## config.mk

```make
export PLATFORM = sky130hd
export DESIGN_NAME = present_key_schedule
export DESIGN_NICKNAME = d
export VERILOG_FILES = /design/src/rtl/present_key_schedule.sv
export SDC_FILE = /design/constraint.sdc
export NUM_CORES = 1
export LEC_CHECK = 0
export CORE_MARGIN = 8
export CORE_UTILIZATION = 30
export CTS_BUF_LIST = sky130_fd_sc_hd__clkbuf_8
export CTS_CLUSTER_DIAMETER = 100
export CTS_CLUSTER_SIZE = 12
export DETAILED_ROUTE_END_ITERATION = 8
export PLACE_DENSITY = 0.64
export SLEW_MARGIN = 20
export SYNTH_ARGS = -nofsm -noshare
export SYNTH_HDL_FRONTEND = slang
export SYNTH_SLANG_ARGS = --single-unit
```

## constraint.sdc

```tcl
create_clock -name clk -period 1.8 [get_ports clk]
set_input_delay 0.27 -clock clk [delete_from_list [all_inputs] [get_ports clk]]
set_output_delay 0.27 -clock clk [all_outputs]
set_load 0.05 [all_outputs]
```

## src/rtl/present_key_schedule.sv

```systemverilog
// PRESENT key register and round-key generator for PRESENT-80 / PRESENT-128.
// The key width is fixed at elaboration; round_key is the top 64 bits of the register.
module present_key_schedule #(
  parameter int KEY_WIDTH = 80
) (
  input  logic                 clk,
  input  logic                 reset,
  input  logic                 key_load,
  input  logic [KEY_WIDTH-1:0] key_in,
  input  logic                 step,
  input  logic [4:0]           round_ctr,
  output logic [63:0]          round_key,
  output logic                 key_valid
);

  logic [KEY_WIDTH-1:0] key_reg;
  logic [KEY_WIDTH-1:0] rotated;
  logic [KEY_WIDTH-1:0] next_key;

  function automatic logic [3:0] sbox(input logic [3:0] x);
    logic [3:0] y;
    case (x)
      4'h0: y = 4'hC;
      4'h1: y = 4'h5;
      4'h2: y = 4'h6;
      4'h3: y = 4'hB;
      4'h4: y = 4'h9;
      4'h5: y = 4'h0;
      4'h6: y = 4'hA;
      4'h7: y = 4'hD;
      4'h8: y = 4'h3;
      4'h9: y = 4'hE;
      4'hA: y = 4'hF;
      4'hB: y = 4'h8;
      4'hC: y = 4'h4;
      4'hD: y = 4'h7;
      4'hE: y = 4'h1;
      default: y = 4'h2;
    endcase
    return y;
  endfunction

  // Per-width round update: rotate left by 61, S-box the top nibble(s), fold in the counter.
  generate
    if (KEY_WIDTH == 80) begin : g_key80
      assign rotated = {key_reg[18:0], key_reg[79:19]};
      always_comb begin
        next_key         = rotated;
        next_key[79:76]  = sbox(rotated[79:76]);
        next_key[19:15]  = rotated[19:15] ^ round_ctr;
      end
    end else if (KEY_WIDTH == 128) begin : g_key128
      assign rotated = {key_reg[66:0], key_reg[127:67]};
      always_comb begin
        next_key           = rotated;
        next_key[127:124]  = sbox(rotated[127:124]);
        next_key[123:120]  = sbox(rotated[123:120]);
        next_key[66:62]    = rotated[66:62] ^ round_ctr;
      end
    end else begin : g_bad_width
      $error("present_key_schedule: KEY_WIDTH must be 80 or 128");
    end
  endgenerate

  // Reset beats load, load beats step, and steps need a valid key to act on.
  always_ff @(posedge clk) begin
    if (reset) begin
      key_reg   <= '0;
      key_valid <= 1'b0;
    end else if (key_load) begin
      key_reg   <= key_in;
      key_valid <= 1'b1;
    end else if (step && key_valid) begin
      key_reg   <= next_key;
    end
  end

  assign round_key = key_reg[KEY_WIDTH-1 -: 64];

endmodule

```

==> results.json <==
{
  "cp_max_fo": 6,
  "wl_per_cell_um": 16.45,
  "worst_hold_path.endpoint": "key_reg[16]$_SDFFE_PP0N_",
  "endpoint_kind": "flip-flop",
  "syn_inst": 632,
  "cts_max_path_buffers": 2,
  "drc_errors": 0,
  "fin_cells": 897,
  "core_area_mm2": 0.01442,
  "synth_flop_cell": "dfxtp_1",
  "synth-simple-area-share_pct": 21.78,
  "gr-total-overflow": 0,
  "rows": 44,
  "port-buffer-count": 153,
  "hold_violations": 0,
  "tns_ps": 0,
  "grt-busiest-layer": "met1",
  "die_h_um": 137.0,
  "start_kind": "flip-flop",
  "syn_avg_cell_area_um2": 6.955,
  "irDropWorstVdd_uv": 347.0,
  "grt.total_usage_pct": 15.65,
  "p_per_area_mw_per_mm2": 810.3,
  "dieArea_mm2": 0.01878,
  "area_growth_pct": 32.05,
  "post-route-period-util_pct": 98.61,
  "synth.top_cell.area_share_pct": 38.71,
  "initial_core_util_pct": 30.47,
  "reg2reg_slack_ps": 30,
  "use_met3_pct": 4.185,
  "total_power_mw": 4.703,
  "largest_reg_flops": 80,
  "final_nets": 804,
  "fmax_mhz": 563.4,
  "crit_chain": "nand3b_1, o221a_4, nor2_4, inv_2, ha_2, nor2_1, mux2i_1, a22o_1",
  "slew_violations": 0,
  "dr.pass1.iters": 5,
  "cts.clk_slew.worst_paths_ps": 70,
  "synth_xor_area_share_pct": 0.9963,
  "via_count": 4199,
  "synth.most_common_cell": "nand2_1",
  "synth_nets": 726,
  "ys_ff_latch": 85,
  "worst_r2r_startpoint": "key_valid$_SDFFE_PP0P_",
  "hold_class": "in -> reg",
  "clock_latency_ps": 380,
  "synth_top_area_cell": "dfxtp_1",
  "cap_violations": 0,
  "ios": 154,
  "max_slew.worst_pin.slew_ps": 533.2,
  "viasPerCell": 4.681,
  "synth_area_leaders": "dfxtp_1, a21oi_1, nand2_1",
  "drive_gt1_share_pct": 15.85,
  "antenna_left": 0,
  "place_hpwl_mm": 10.85,
  "drt-initial-drc-count": 307,
  "synth-compound-area-share_pct": 20.18,
  "cp_slowest_stage_delay_ps": 380,
  "critPathKind": "reg -> reg",
  "crit_arrival_ps": 2040,
  "routed_wl_mm": 14.76,
  "async_flop_share_pct": 0,
  "synth_common_cells": "nand2_1, a21oi_1, nor2_1",
  "grt.met1_usage_pct": 22.01,
  "reg2reg_depth": 8,
  "synth_adder_area_share_pct": 1.423,
  "rr_endpoint": "next_key[76]$_DFF_P_",
  "diodes": 0,
  "status": "completed",
  "dpl.cell_count": 882,
  "synth_mux_area_share_pct": 1.025,
  "ys_types": 26,
  "utilization_pct": 40.24,
  "antenna_found_initial": 1,
  "min_delay_path_depth": 5,
  "use_met2_pct": 21.90,
  "grt_max_degree": 119,
  "synth_top_family_by_area": "simple AND/OR/NAND/NOR gates",
  "finClkSkew_ps": 13.02,
  "synth-seq-area-share_pct": 38.71,
  "finalCriticalPeriod_ps": 1775,
  "clkSinkCount": 85,
  "cts_buffers": 9,
  "pre_cts_ws_ps": -385.9,
  "rsz0062_at_grt": "true",
  "fin_ws_ps": 25.01,
  "cts_root_buf": "clkbuf_8",
  "setup_viol": 0,
  "cts_max_level": 3,
  "hold_start": "key_load",
  "first_global_vias": 4000,
  "die_w_um": 137.0,
  "p_leak_nw": 2.323,
  "place_congestion": 0.8221,
  "synth_edf_count": 0,
  "ys_warn_count": 0,
  "slowest_stage": "dfxtp_4",
  "worstPathRequired_ps": 2060,
  "cts_tree": "yes",
  "grt_pass1_wl_mm": 22.46,
  "relSlewSlack_pct": 64.46,
  "syn-cell-area_mm2": 0.004395
}
==> metal layers <==
| layer | vias up | routed length [um] |
|---|---|---|
| li1 | 2136 | - |
| met4 | 2 | 245 |
| met1 | 1909 | 6974 |
| met2 | 134 | 6303 |
| met3 | 18 | 1228 |
| met5 | - | 8 |
==> final cells by class <==
cell class | count | area [um^2]
clock inverter | 5 | 71.32
tap | 184 | 230.2
multi-input combinational | 432 | 2052
clock buffer | 9 | 123.9
timing repair buffer | 176 | 1598
fill | 1506 | 8620
sequential | 85 | 1707
inverter | 6 | 22.52
==> per-stage QoR <==
step / cell area [um^2] / hold WS (ps)
after floorplan: 4422 / 351.8
after global placement: 5572 / 505.9
after detailed placement: 5572 / 514.5
after CTS: 5761 / 361.0
after global routing: 5804 / 397.6
final: 5804 / 364.4
==> worst max-delay path, delay by kind of cell (launching register included) <==
kind / cells / cell delay (ps)
compound gates: 2 / 550
simple gates: 3 / 410
flops: 1 / 380
fa+ha+maj: 1 / 180
mux: 1 / 90
buf+inv: 1 / 50
==> cell families (layout without fill, tap and decap cells) <==
| family | Yosys count | in the layout |
|---|---|---|
| adder cells (fa/ha/maj) | 5 | 5 |
| AO/OA/AOI/OAI | 167 | 167 |
| XOR/XNOR | 5 | 5 |
| AND/OR/NAND/NOR | 251 | 251 |
| multiplexers | 4 | 4 |
| flip-flops | 85 | 85 |
| buffers and inverters | 115 | 196 |
==> report_power, final <==
part           internal, mW  switching, mW
Clock                 0.753          0.694
Sequential             2.00          0.102
Combinational         0.474          0.682
==> repair_timing <==
action,4_1_cts,5_1_grt
gates resized for setup,5,11
endpoints found under the setup margin,5,4
hold buffers,0,0
pin swaps,0,5
buffers inserted,0,1
==> how the worst max path moves through the flow <==
stage | start | to | slack, ps
floorplan | key_load | next_key[76]$_DFF_P_ | 0.7
global placement | step | next_key[76]$_DFF_P_ | -350
detailed placement | step | next_key[76]$_DFF_P_ | -390
CTS | key_reg[17]$_SDFFE_PP0N_ | round_key[1] | 4
global route | key_valid$_SDFFE_PP0P_ | next_key[76]$_DFF_P_ | -20
finish | key_valid$_SDFFE_PP0P_ | next_key[76]$_DFF_P_ | 30
==> placed cells by master (no fill, tap or decap), types with 3 or more instances in the layout <==
cell type,count
a21oi_1,154
buf_12,4
buf_4,79
clkbuf_8,9
clkdlybuf4s50_1,85
dfxtp_1,83
dlygate4sd2_1,5
ha_1,3
inv_1,8
mux2i_1,3
nand2_1,159
nor2_1,84
xnor2_1,4
Note: power is estimated with default switching activity, not from simulation.
